==> src/rtl/pbus_initiator.sv <==
// Byte-wide Wishbone initiator for the 4 KB peripheral window at 0xC00000-0xC00FFF.
// Optional macro PBUS_TIMEOUT_EN aborts sync-mode cycles that never see ACK.
module pbus_initiator #(
  parameter int unsigned TIMEOUT_CYCLES = 255
) (
  input  logic        clk,
  input  logic        rst,
  input  logic        SYNC_MODE,
  input  logic [6:0]  ASYNC_WAITCYCLE,
  input  logic        CPU_REQ,
  input  logic [23:0] CPU_ADR,
  input  logic        CPU_WE,
  input  logic [7:0]  CPU_WDAT,
  output logic [7:0]  CPU_RDAT,
  output logic        CPU_RDY,
  output logic        CPU_ERR,
  output logic        CPU_WAIT,
  output logic [11:0] WB_ADRo,
  output logic [7:0]  WB_DATo,
  input  logic [7:0]  WB_DATi,
  output logic        WB_WEo,
  output logic        WB_CYCo,
  output logic        WB_STBo,
  input  logic        WB_ACKi
);

  localparam int unsigned OFS_W  = 12;
  localparam int unsigned DAT_W  = 8;
  localparam int unsigned WAIT_W = 7;
  localparam logic [11:0] WIN_BASE = 12'hC00;

  typedef enum logic {
    IDLE = 1'b0,
    BUS  = 1'b1
  } state_t;

  state_t             state_q, state_d;
  logic               mode_q, mode_d;
  logic [WAIT_W-1:0]  wcnt_q, wcnt_d;
  logic [OFS_W-1:0]   adr_q, adr_d;
  logic [DAT_W-1:0]   wdat_q, wdat_d;
  logic               we_q, we_d;
  logic [DAT_W-1:0]   rdat_q, rdat_d;
  logic               rdy_q, rdy_d;
  logic               err_q, err_d;
  logic               cyc_q, cyc_d;
  logic               stb_q, stb_d;
  logic               wait_q, wait_d;
  logic               done_c;

`ifdef PBUS_TIMEOUT_EN
  localparam int unsigned TO_W = $clog2(TIMEOUT_CYCLES + 1);
  logic [TO_W-1:0]    tcnt_q, tcnt_d;
`else
  logic               unused_timeout;
  assign unused_timeout = ^32'(TIMEOUT_CYCLES);
`endif

  // Completion condition: ACK in sync mode, expired wait count in async mode
  assign done_c = mode_q ? WB_ACKi : (wcnt_q == '0);

  // State and output registers
  always_ff @(posedge clk) begin
    if (rst) begin
      state_q <= IDLE;
      mode_q  <= 1'b0;
      wcnt_q  <= '0;
      adr_q   <= '0;
      wdat_q  <= '0;
      we_q    <= 1'b0;
      rdat_q  <= '0;
      rdy_q   <= 1'b0;
      err_q   <= 1'b0;
      cyc_q   <= 1'b0;
      stb_q   <= 1'b0;
      wait_q  <= 1'b0;
`ifdef PBUS_TIMEOUT_EN
      tcnt_q  <= '0;
`endif
    end else begin
      state_q <= state_d;
      mode_q  <= mode_d;
      wcnt_q  <= wcnt_d;
      adr_q   <= adr_d;
      wdat_q  <= wdat_d;
      we_q    <= we_d;
      rdat_q  <= rdat_d;
      rdy_q   <= rdy_d;
      err_q   <= err_d;
      cyc_q   <= cyc_d;
      stb_q   <= stb_d;
      wait_q  <= wait_d;
`ifdef PBUS_TIMEOUT_EN
      tcnt_q  <= tcnt_d;
`endif
    end
  end

  // Next-state and next-output logic
  always_comb begin
    state_d = state_q;
    mode_d  = mode_q;
    wcnt_d  = wcnt_q;
    adr_d   = adr_q;
    wdat_d  = wdat_q;
    we_d    = we_q;
    rdat_d  = rdat_q;
    rdy_d   = 1'b0;
    err_d   = 1'b0;
    cyc_d   = cyc_q;
    stb_d   = stb_q;
    wait_d  = wait_q;
`ifdef PBUS_TIMEOUT_EN
    tcnt_d  = tcnt_q;
`endif

    unique case (state_q)
      IDLE: begin
        if (CPU_REQ) begin
          if (CPU_ADR[23:12] == WIN_BASE) begin
            adr_d   = CPU_ADR[11:0];
            we_d    = CPU_WE;
            wdat_d  = CPU_WDAT;
            mode_d  = SYNC_MODE;
            wcnt_d  = ASYNC_WAITCYCLE;
            cyc_d   = 1'b1;
            stb_d   = 1'b1;
            wait_d  = 1'b1;
            state_d = BUS;
`ifdef PBUS_TIMEOUT_EN
            tcnt_d  = '0;
`endif
          end else begin
            err_d = 1'b1;
          end
        end
      end

      BUS: begin
        if (done_c) begin
          cyc_d   = 1'b0;
          stb_d   = 1'b0;
          wait_d  = 1'b0;
          rdy_d   = 1'b1;
          state_d = IDLE;
          if (!we_q) rdat_d = WB_DATi;
        end else if (!mode_q) begin
          wcnt_d = wcnt_q - WAIT_W'(1);
        end
`ifdef PBUS_TIMEOUT_EN
        else if (tcnt_q == TO_W'(TIMEOUT_CYCLES - 1)) begin
          // Responder never answered: abort and report a bus error
          cyc_d   = 1'b0;
          stb_d   = 1'b0;
          wait_d  = 1'b0;
          err_d   = 1'b1;
          state_d = IDLE;
          if (!we_q) rdat_d = 8'hFF;
        end else begin
          tcnt_d = tcnt_q + TO_W'(1);
        end
`endif
      end

      default: state_d = IDLE;
    endcase
  end

  assign CPU_RDAT = rdat_q;
  assign CPU_RDY  = rdy_q;
  assign CPU_ERR  = err_q;
  assign CPU_WAIT = wait_q;
  assign WB_ADRo  = adr_q;
  assign WB_DATo  = wdat_q;
  assign WB_WEo   = we_q;
  assign WB_CYCo  = cyc_q;
  assign WB_STBo  = stb_q;

endmodule
==> config.mk <==
export PLATFORM = sky130hd
export DESIGN_NAME = pbus_initiator
export DESIGN_NICKNAME = d
export VERILOG_FILES = /design/src/rtl/pbus_initiator.sv
export SDC_FILE = /design/constraint.sdc
export NUM_CORES = 1
export LEC_CHECK = 0
export BUFFER_PORTS_ARGS = -buffer_cell sky130_fd_sc_hd__buf_2
export CELL_PAD_IN_SITES_DETAIL_PLACEMENT = 1
export CELL_PAD_IN_SITES_GLOBAL_PLACEMENT = 1
export CORE_MARGIN = 2
export CORE_UTILIZATION = 30
export CTS_BUF_LIST = sky130_fd_sc_hd__clkbuf_16
export DETAILED_ROUTE_END_ITERATION = 8
export GPL_ROUTABILITY_DRIVEN = 1
export PLACE_DENSITY = 0.85
export SYNTH_ARGS = -nofsm -noshare
export SYNTH_HDL_FRONTEND = slang
export SYNTH_SLANG_ARGS = --single-unit
export TNS_END_PERCENT = 30
==> constraint.sdc <==
create_clock -name clk -period 4.01 [get_ports clk]
set_input_delay 1.0025 -clock clk [delete_from_list [all_inputs] [get_ports clk]]
set_output_delay 1.0025 -clock clk [all_outputs]
set_load 0.01 [all_outputs]
# Word level (Yosys, flattened, before mapping)
# Index checks and enable logic that the tools add are counted.
classes:
  n_addsub: 1
  n_eq_ne: 6
  muxes: 16
  bitwise_logic: 3
  reduce_logical: 7
op_table:
  columns: ["operator", "n"]
  rows:
  - ["$mux W7", 4]
  - ["$pmux W7 S2", 1]
  - ["$eq A12 B12 Y1 const B", 1]
  - ["$mux W1", 9]
  - ["$reduce_and A3 Y1", 3]
  - ["$ne A2 B2 Y1 const B", 4]
  - ["$logic_not A7 Y1", 1]
  - ["$sub A7 B1 Y7 const B", 1]
  - ["$pmux W1 S2", 2]
  - ["$reduce_and A4 Y1", 1]
  - ["$not A1 Y1", 3]
  - ["$reduce_or A3 Y1", 1]
  - ["$ne A2 B1 Y1 const B", 1]
  - ["$reduce_or A2 Y1", 1]
totals:
  reg_bits: 41
  input_bits: 53
  output_inout_bits: 34
  wordCells: 43

# Longest topological paths before layout
# Gate-level depths: netlist (run 1).
logic_depth:
  ltp_word: 4
  ltp_mapped: 7
  mapped_depth_nobuf: 6

# Worst setup path before layout (run 1)
# No wires, ideal clock.
synth_path:
  path_kind: "input-to-reg"
  startpoint: "in CPU_ADR[13]"
  endpoint: "reg wcnt_q[1]"
  setup_ns: 0.134
  arrival_time_ns: 2.539
  required_ns: 3.876
  path_slack_ns: 1.338
  cell_stages: 5
  path_buffers: 1
  path_cell_list: "or4_4 > or4_1 > buf_2 > a221oi_1 > a311oi_2"
synth_between:
  elab_chain_len: 3
synth_lines:
  columns: ["element", "line_no", "source"]
  rows:
  - ["from (decl)", "11", "input logic [23:0] CPU_ADR,"]
  - ["$eq A12 B12 Y1", "120", "if (CPU_ADR[23:12] == WIN_BASE) begin"]
  - ["$ne A2 B2 Y1 (no line)", null, null]
  - ["$reduce_and A4 Y1 (no line)", null, null]
  - ["to (signal assigned)", "83", "wcnt_q <= wcnt_d;"]
  - ["to (decl)", "39", "logic [WAIT_W-1:0] wcnt_q, wcnt_d;"]
# Every way passes these cells.
# A chain may end at the register's enable or synchronous reset.

# Worst setup path after layout (run 1)
layout_path:
  startpoint: "in CPU_ADR[13]"
  endpoint: "reg wcnt_q[0]"
# Same word-level chain as after synthesis.

==> results of run 1 <==
==> critical path, stage by stage <==
cell and delay (ns):
buf_2 0.10, or4_4 0.55, or4_1 0.76, buf_4 0.33
nand3_1 0.12, a31oi_1 0.09
==> sequential cells by signal (all words and copies together), names as in the netlist <==
name      flops
CPU_ERR       1
WB_DATo       8
mode_q        1
CPU_RDY       1
CPU_RDAT      8
WB_WEo        1
state_q       1
wcnt_q        7
WB_ADRo      12
CPU_WAIT      1
==> stage by stage <==
step | hold slack, ns | power (µW) | setup slack, ns | util | cell area (µm²)
after global routing | 0.474 | 873 | 1.09 | 0.414 | 2450
final | 0.449 | 836 | 1.17 | 0.414 | 2450
after floorplan | 0.449 | 432 | 1.34 | - | 1840
after CTS | 0.453 | 852 | 1.17 | 0.414 | 2450
after detailed placement | 0.446 | 461 | 0.882 | 0.390 | 2310
after global placement | 0.434 | 459 | 0.927 | 0.390 | 2310
==> power breakdown <==
| part | switching (µW) | leakage [µW] | internal, µW | total, µW |
|---|---|---|---|---|
| logic | 19.2 | 0.000631 | 24.2 | 43.4 |
| clock network | 157 | 0.0000696 | 228 | 385 |
| registers | 0.157 | 0.000330 | 408 | 408 |
==> cells by family (layout without fill, tap and decap cells) <==
| family | after synthesis | after routing | share of synthesized area |
|---|---|---|---|
| and+or+nand+nor | 96 | 96 | 0.266 |
| AOI/OAI and AO/OA | 48 | 48 | 0.170 |
| DFF | 41 | 41 | 0.446 |
| buffers and inverters | 21 | 101 | 0.0551 |
| muxes | 9 | 9 | 0.0489 |
| adders and majority gates | 2 | 2 | 0.0136 |
==> routing by layer <==
metal,track usage,up-vias,wire (µm)
met1,0.172,824,2080
met3,0.0380,7,324
met5,0,-,0
met2,0.276,55,2580
met4,0.0383,0,56
li1,-,894,-
==> path summary, 6_finish.rpt <==
check | from | to | slack, ns | cells after the start
min | WB_ADRo[3]$_SDFFE_PP0P_ | WB_ADRo[3]$_SDFFE_PP0P_ | 0.45 | 2
max reg2reg | wcnt_q[1]$_SDFFE_PP0P_ | wcnt_q[4]$_SDFFE_PP0P_ | 1.53 | 7
min reg2reg | WB_ADRo[3]$_SDFFE_PP0P_ | WB_ADRo[3]$_SDFFE_PP0P_ | 0.45 | 2
max | CPU_ADR[13] | wcnt_q[0]$_SDFFE_PP0P_ | 1.17 | 6
==> layout by cell type (no fill, tap or decap), drive strengths merged, types with 4 or more instances in the layout <==
cell | netlist | layout
buf | 9 | 89
nand2 | 49 | 49
dfxtp | 41 | 41
a21oi | 30 | 30
nand2b | 21 | 21
mux2i | 9 | 9
o21ai | 6 | 6
nor2 | 5 | 5
clkbuf | 8 | 5
nor3 | 5 | 5
nand3 | 4 | 4
==> cell type report <==
cell class / count / area, µm²
fillers: 747 / 3470
repair buffers: 89 / 453
inverters: 4 / 15.0
clock inverters: 3 / 17.5
well taps: 75 / 93.8
clock buffers: 5 / 125
flip-flops and latches: 41 / 821
multi-input cells: 155 / 927
==> results.ini, run 1 <==
[synth]
yosysMostFrequentCell = nand2_1
yosysTopAreaCellShare = 0.446
synthDistinctLibCells = 38
syn-cell-area_mm2 = 0.00184
ys.flop_type = dfxtp_1
synthCells = 217
synth_edf_count = 0
yosysWarningCount = 0
async_flop_share = 0
synth_seq_area_share = 0.446
ys_top_cells_by_count = 49 x nand2_1, 41 x dfxtp_1, 28 x a21oi_1, 21 x nand2b_1, 9 x mux2i_1
synth_area_leaders = dfxtp_1 45%, nand2_1 10%, a21oi_1 7.6%, nand2b_1 7.1%, mux2i_1 4.9%
synth_area_leader_cell = dfxtp_1
synth.net_count = 272
syn_area_per_cell_um2 = 8.48
ys_seq_elements = 41

[cts]
ctsHoldBuffers = 0
clk_latency_ns = 0.28
cts_inserted_buffers = 5
cts_setup_buffers = 0
cts_max_level = 2
path_clk_slew_ns = 0.06
clk_path_buf_depth = 2
clockRootBuffer = clkbuf_16
cts_tree = yes
cts_resized = 0
cts_sinks = 41

[timing]
finalHoldViolCount = 0
rsz0062_at_grt = false
max_freq_ghz = 0.353
max-slew-margin-rel = 0.370
setup_tns_ns = 0
fin_skew_ns = 0.00191
min_period_ns = 2.84
drv_slew = 0
finalSetupViolCount = 0
period_share = 0.707
worst_slew_pin_slew_ns = 0.935

[floorplanning]
ios = 87
fp.dieH_um = 82.3
rows = 28
dieWidth_um = 82.3
core_area_mm2 = 0.00592
dieArea_mm2 = 0.00678
start_util = 0.311

[status]
outcome = finished clean

[layout]
final_cells = 372
diodes = 0
drive_gt1_frac = 0.364
area_delta_synth_final_pct = 33.2
finalNetCount = 351

[placement]
placed_cells = 364
place.gp.congestion = 0.690
hpwl_mm = 3.62
placement.io_buffers = 86

[routing]
antenna_left = 0
drc = 0
vias = 1780
drt_first_pass_iters = 4
via_per_inst = 4.78
drt_iter0_drc = 70
wl_mm = 5.04
routedWlPerCell_um = 13.6

[worst_hold_path]
hold_class = flop to flop

[setup_path]
start_kind = input pin
cp.arrival_ns = 2.96
criticalPathCategory = input pin to flop
end_kind = flop
worst-path-max-fanout = 26
required_ns = 4.13

[global_routing]
grt_max_degree = 55
antenna_found_initial = 0
grt_overflow_total = 0
grt_pass1_vias = 1719
grt_pass1_wl_mm = 7.91
track_usage = 0.150

[power_and_ir_drop]
p_leak_uw = 0.00103
vdd_drop_max_uv = 209
power_density_mw_per_mm2 = 341

[run]
drv_cap = 0

No activity file was read; power rests on OpenSTA's default activity.
==> inputs of run 2 (changes only) <==
- CORE_UTILIZATION: 30 -> 29
- PLACE_DENSITY: 0.85 -> 0.86
- clock period: 4.01 -> 2.3 ns (I/O delays scaled with it)
==> results.ini, run 2 (synthesis results as in run 1) <==
[timing]
fin_skew_ns = 0.00433
worst_slew_pin_slew_ns = 0.674
fin_hold_ws_ns = 0.449
min_period_ns = 2.15
finalSetupViolCount = 0
drv_slew = 0
period_share = 0.935
max-slew-margin-rel = 0.551
max_freq_ghz = 0.465
finalHoldViolCount = 0
rsz0062_at_grt = false

[setup_path]
worstReg2RegStart = wcnt_q[0]$_SDFFE_PP0P_
ff2ff_setup_slack_ns = 0.28
end_kind = flop
worst-path-max-fanout = 10
cp.arrival_ns = 2.34
start_kind = input pin
crit_start = CPU_ADR[13]
criticalPathCategory = input pin to flop
required_ns = 2.49

[power_and_ir_drop]
intPower_uw = 1150
combinationalPowerShare = 0.054
switchingPower_uw = 317
power_uw = 1470
seq_power_share = 0.484
clkPwrFrac = 0.462
p_leak_uw = 0.00108
switching_share = 0.215
power_density_mw_per_mm2 = 579
vdd_drop_max_uv = 286

[layout]
diodes = 0
drive_gt1_frac = 0.390
largest_register_ffs = 12
layout_commonest_cell = buf_2
finalNetCount = 362
fill_cells = 791
area_delta_synth_final_pct = 38.1
final_cell_mix = 86 x buf_2, 49 x nand2_1, 41 x dfxtp_1, 28 x a21oi_1, 21 x nand2b_1

[cts]
clockRootBuffer = clkbuf_16
clk_latency_ns = 0.28
cts_inserted_buffers = 5
cts_sinks = 41
cts_max_level = 2
path_clk_slew_ns = 0.06
clk_path_buf_depth = 2
cts_tree = yes

[global_routing]
grt_pass1_vias = 1889
grt_overflow_total = 0
grt_max_degree = 43
antenna_found_initial = 0
track_usage = 0.158
grt_pass1_wl_mm = 9.14

[worst_hold_path]
min_from = WB_ADRo[0]$_SDFFE_PP0P_
hold_class = flop to flop

[floorplanning]
ios = 87
rows = 29
start_util = 0.295
dieWidth_um = 83.7
dieArea_mm2 = 0.00700
fp.dieH_um = 83.7
core_area_mm2 = 0.00624

[placement]
place.gp.congestion = 0.747
placement.io_buffers = 86
hpwl_mm = 3.97

[run]
drv_cap = 0

[routing]
drc = 0
vias = 1818
wl_mm = 5.34
via_per_inst = 4.72
drt_iter0_drc = 53
antenna_left = 0
routedWlPerCell_um = 13.9
drt_first_pass_iters = 4

[status]
outcome = finished clean

==> run 2: changes by cell type in the layout (fill, tap and decap cells not counted) <==
cell	before	now
buf_4	3	14
or4_1	2	1
or4_4	1	2
==> run 2: through the flow <==
stage / setup slack, ns / util / instances / setup TNS [ns] / cell area, µm²
2_1_floorplan: 0.0551 / - / 217 / 0 / 1840
3_3_place_gp: -0.160 / 0.384 / 377 / -1.25 / 2390
3_5_place_dp: -0.197 / 0.384 / 377 / -1.76 / 2390
4_1_cts: 0.102 / 0.407 / 385 / 0 / 2540
5_1_grt: 0.0648 / 0.407 / 385 / 0 / 2540
6_report: 0.150 / 0.407 / 385 / 0 / 2540
==> run 2: path summary, 6_finish.rpt <==
kind,to,cells after the start
setup / recovery,wcnt_q[4]$_SDFFE_PP0P_,6
setup reg to reg,CPU_RDAT[6]$_SDFFE_PP0P_,7
hold / removal,WB_ADRo[0]$_SDFFE_PP0P_,2
hold reg to reg,WB_ADRo[0]$_SDFFE_PP0P_,2
==> run 2: final cells by class <==
type | count | area, µm² | area share
multi-input combinational | 155 | 931 | 0.366
sequential | 41 | 821 | 0.323
timing repair buffer | 100 | 536 | 0.211
clock buffer | 5 | 125 | 0.0492
tap | 77 | 96.3 | 0.0379
clock inverter | 3 | 17.5 | 0.00689
inverter | 4 | 15.0 | 0.00591
==> run 2: metal layers <==
metal | share of wire | vias up | GRT usage
met5 | 0 | - | 0
met4 | 0.0028 | 0 | 0.0308
met3 | 0.059 | 2 | 0.0435
met2 | 0.51 | 49 | 0.276
met1 | 0.43 | 850 | 0.195
li1 | - | 917 | -
==> run 2: critical path, stage by stage <==
cell and delay (ns):
buf_2 0.10, or4_4 0.53, or4_4 0.55, buf_4 0.20
a221o_1 0.31, o31ai_1 0.06
==> run 2: power groups by stage <==
stage	Clock (µW)	Combinational, µW	Sequential [µW]
after detailed placement	0	79.7	727
after global routing	740	88.7	711
after CTS	700	80.1	711
after floorplan	0	26.1	728
final	679	79.8	711
after global placement	0	78.0	727
==> run 2: what timing repair did <==
item,4_1_cts,5_1_grt
buffers inserted,0,0
endpoints found under the setup margin,0,1
hold buffers,0,0
gates resized for setup,0,1
==> inputs of run 3 (changes only) <==
- ABC_AREA: default -> 1
- CORE_UTILIZATION: 29 -> 28
==> results.ini, run 3 <==
[synth]
ys_top_cells_by_count = 76 x nand2_1, 41 x dfxtp_1, 35 x nor2_1, 28 x a21oi_1, 12 x o21ai_0
yosysMostFrequentCell = nand2_1
synth-simple-area-share = 0.331
yosysWarningCount = 0
ys.flop_type = dfxtp_1
synth_compound_area_frac = 0.118
synth_area_leaders = dfxtp_1 45%, nand2_1 16%, a21oi_1 7.8%, nor2_1 7.3%, o21ai_0 3.3%
synth_edf_count = 0
ys_seq_elements = 41
synth-adder-area-share = 0.0139
syn_area_per_cell_um2 = 7.34
syn-cell-area_mm2 = 0.00181
synthXorXnorAreaFrac = 0.00485
yosysTopAreaCellShare = 0.455
synthMuxAreaShare = 0.00554
synth_top_family_by_area = simple AND/OR/NAND/NOR gates
synth_seq_area_share = 0.455
synthDistinctLibCells = 25
synth.net_count = 301
async_flop_share = 0
synthCells = 246
synth_area_leader_cell = dfxtp_1

[power_and_ir_drop]
intPower_uw = 1260
vdd_drop_max_uv = 454
clkPwrFrac = 0.500
combinationalPowerShare = 0.048
p_leak_uw = 0.00118
power_uw = 1570
power_density_mw_per_mm2 = 643
switching_share = 0.199
seq_power_share = 0.452
switchingPower_uw = 313

[cts]
clk_path_buf_depth = 2
cts_resized = 0
clockRootBuffer = clkbuf_16
cts_max_level = 2
cts_sinks = 41
ctsHoldBuffers = 0
clk_latency_ns = 0.28
cts_inserted_buffers = 5
cts_setup_buffers = 0
path_clk_slew_ns = 0.06
cts_tree = yes

[routing]
drt_iter0_drc = 15
via_per_inst = 4.52
wl_mm = 5.18
vias = 1850
antenna_left = 0
routedWlPerCell_um = 12.7
drc = 0
drt_first_pass_iters = 4

[layout]
final_cell_mix = 86 x buf_2, 76 x nand2_1, 41 x dfxtp_1, 35 x nor2_1, 28 x a21oi_1
finalNetCount = 386
largest_register_ffs = 12
drive_gt1_frac = 0.337
post-route-util = 0.390
diodes = 0
area_delta_synth_final_pct = 35.6
fill_cells = 826
layout_commonest_cell = buf_2

[setup_path]
endpoint = WB_ADRo[11]$_SDFFE_PP0P_
worstReg2RegStart = wcnt_q[0]$_SDFFE_PP0P_
start_kind = input pin
end_kind = flop
criticalPathCategory = input pin to flop
ff2ff_setup_slack_ns = 0.86
worst-path-max-fanout = 21
crit_start = CPU_ADR[17]
required_ns = 2.51
cp.arrival_ns = 1.80
rr_worst_depth = 11
r2r-end = wcnt_q[3]$_SDFFE_PP0P_

[timing]
finalSetupViolCount = 0
fin_skew_ns = 0.00472
min_period_ns = 1.59
finalHoldViolCount = 0
fin_hold_ws_ns = 0.465
period_share = 0.689
max-slew-margin-rel = 0.682
max_freq_ghz = 0.631
drv_slew = 0
setup_tns_ns = 0
worst_slew_pin_slew_ns = 0.477
rsz0062_at_grt = false

[global_routing]
antenna_found_initial = 0
track_usage = 0.152
grt_overflow_total = 0
grt_pass1_vias = 1961
grt_pass1_wl_mm = 8.80
grt_max_degree = 26

[placement]
placement.io_buffers = 86
place.gp.congestion = 0.807
hpwl_mm = 4.00

[worst_hold_path]
hold_class = flop to flop

[run]
drv_cap = 0

[status]
outcome = finished clean

[floorplanning]
dieWidth_um = 84.3
ios = 87
fp.dieH_um = 84.3
rows = 29
core_area_mm2 = 0.00628
dieArea_mm2 = 0.00711
start_util = 0.288

run 3: changes by cell type in the layout (fill, tap and decap cells not counted), sizes merged, moves of 4 or more:
cell and change:
nor2 +33, buf -11, nand2 +31, nand3 +8, mux2i -8, nor3 -4, o21ai +6, inv +12
nand2b -21
run 3: cell families after synthesis:
kind of cell             Yosys count
AND/OR/NAND/NOR                  134
AO/OA/AOI/OAI                     41
flip-flops                        41
buffers and inverters             26
adder cells (fa/ha/maj)            2
XOR/XNOR                           1
multiplexers                       1
run 3: final cells by class:
type | count | area [µm²] | area share
clock buffer | 5 | 125 | 0.0511
tap | 77 | 96.3 | 0.0394
clock inverter | 3 | 42.5 | 0.0174
inverter | 15 | 56.3 | 0.0230
multi-input combinational | 179 | 853 | 0.349
timing repair buffer | 89 | 453 | 0.185
sequential | 41 | 821 | 0.335
run 3: worst min-delay path by stage:
stage                             from                 endpoint  slack [ns]  cells past startpoint
2_1_floorplan   wcnt_q[1]$_SDFFE_PP0P_   wcnt_q[1]$_SDFFE_PP0P_        0.45                      2
3_3_place_gp   WB_DATo[7]$_SDFFE_PP0P_  WB_DATo[7]$_SDFFE_PP0P_        0.45                      2
3_5_place_dp   WB_ADRo[7]$_SDFFE_PP0P_  WB_ADRo[7]$_SDFFE_PP0P_        0.46                      2
4_1_cts        WB_ADRo[7]$_SDFFE_PP0P_  WB_ADRo[7]$_SDFFE_PP0P_        0.47                      2
5_1_grt        WB_ADRo[7]$_SDFFE_PP0P_  WB_ADRo[7]$_SDFFE_PP0P_        0.48                      2
6_report       WB_ADRo[7]$_SDFFE_PP0P_  WB_ADRo[7]$_SDFFE_PP0P_        0.46                      2
run 3: routing by layer:
| metal | global-route usage | vias to the layer above | part of all wire |
|---|---|---|---|
| li1 | - | 943 | - |
| met1 | 0.171 | 852 | 0.42 |
| met2 | 0.277 | 49 | 0.51 |
| met3 | 0.0413 | 6 | 0.060 |
| met4 | 0.0499 | 0 | 0.014 |
| met5 | 0 | - | 0 |
run 3: metrics by stage:
step,setup slack (ns),std cells,cell area [µm²]
floorplan,0.837,246,1810
global placement,0.428,401,2280
detailed placement,0.365,401,2280
CTS,0.666,409,2450
global route,0.464,409,2450
finish,0.714,409,2450
run 3: critical path: stages:
cell     delay, ns
buf_2         0.09
nor2_1        0.09
nand2_1       0.06
nor2_2        0.17
nand3_4       0.23
inv_2         0.33
nand2_1       0.10
a21oi_1       0.13
run 3: power groups by stage:
| stage | combinational, µW | clock (µW) | sequential (µW) |
|---|---|---|---|
| 2_1_floorplan | 24.6 | 0 | 728 |
| 3_3_place_gp | 75.4 | 0 | 727 |
| 3_5_place_dp | 77.2 | 0 | 727 |
| 4_1_cts | 77.7 | 807 | 711 |
| 5_1_grt | 86.1 | 839 | 711 |
| 6_report | 76.0 | 786 | 711 |
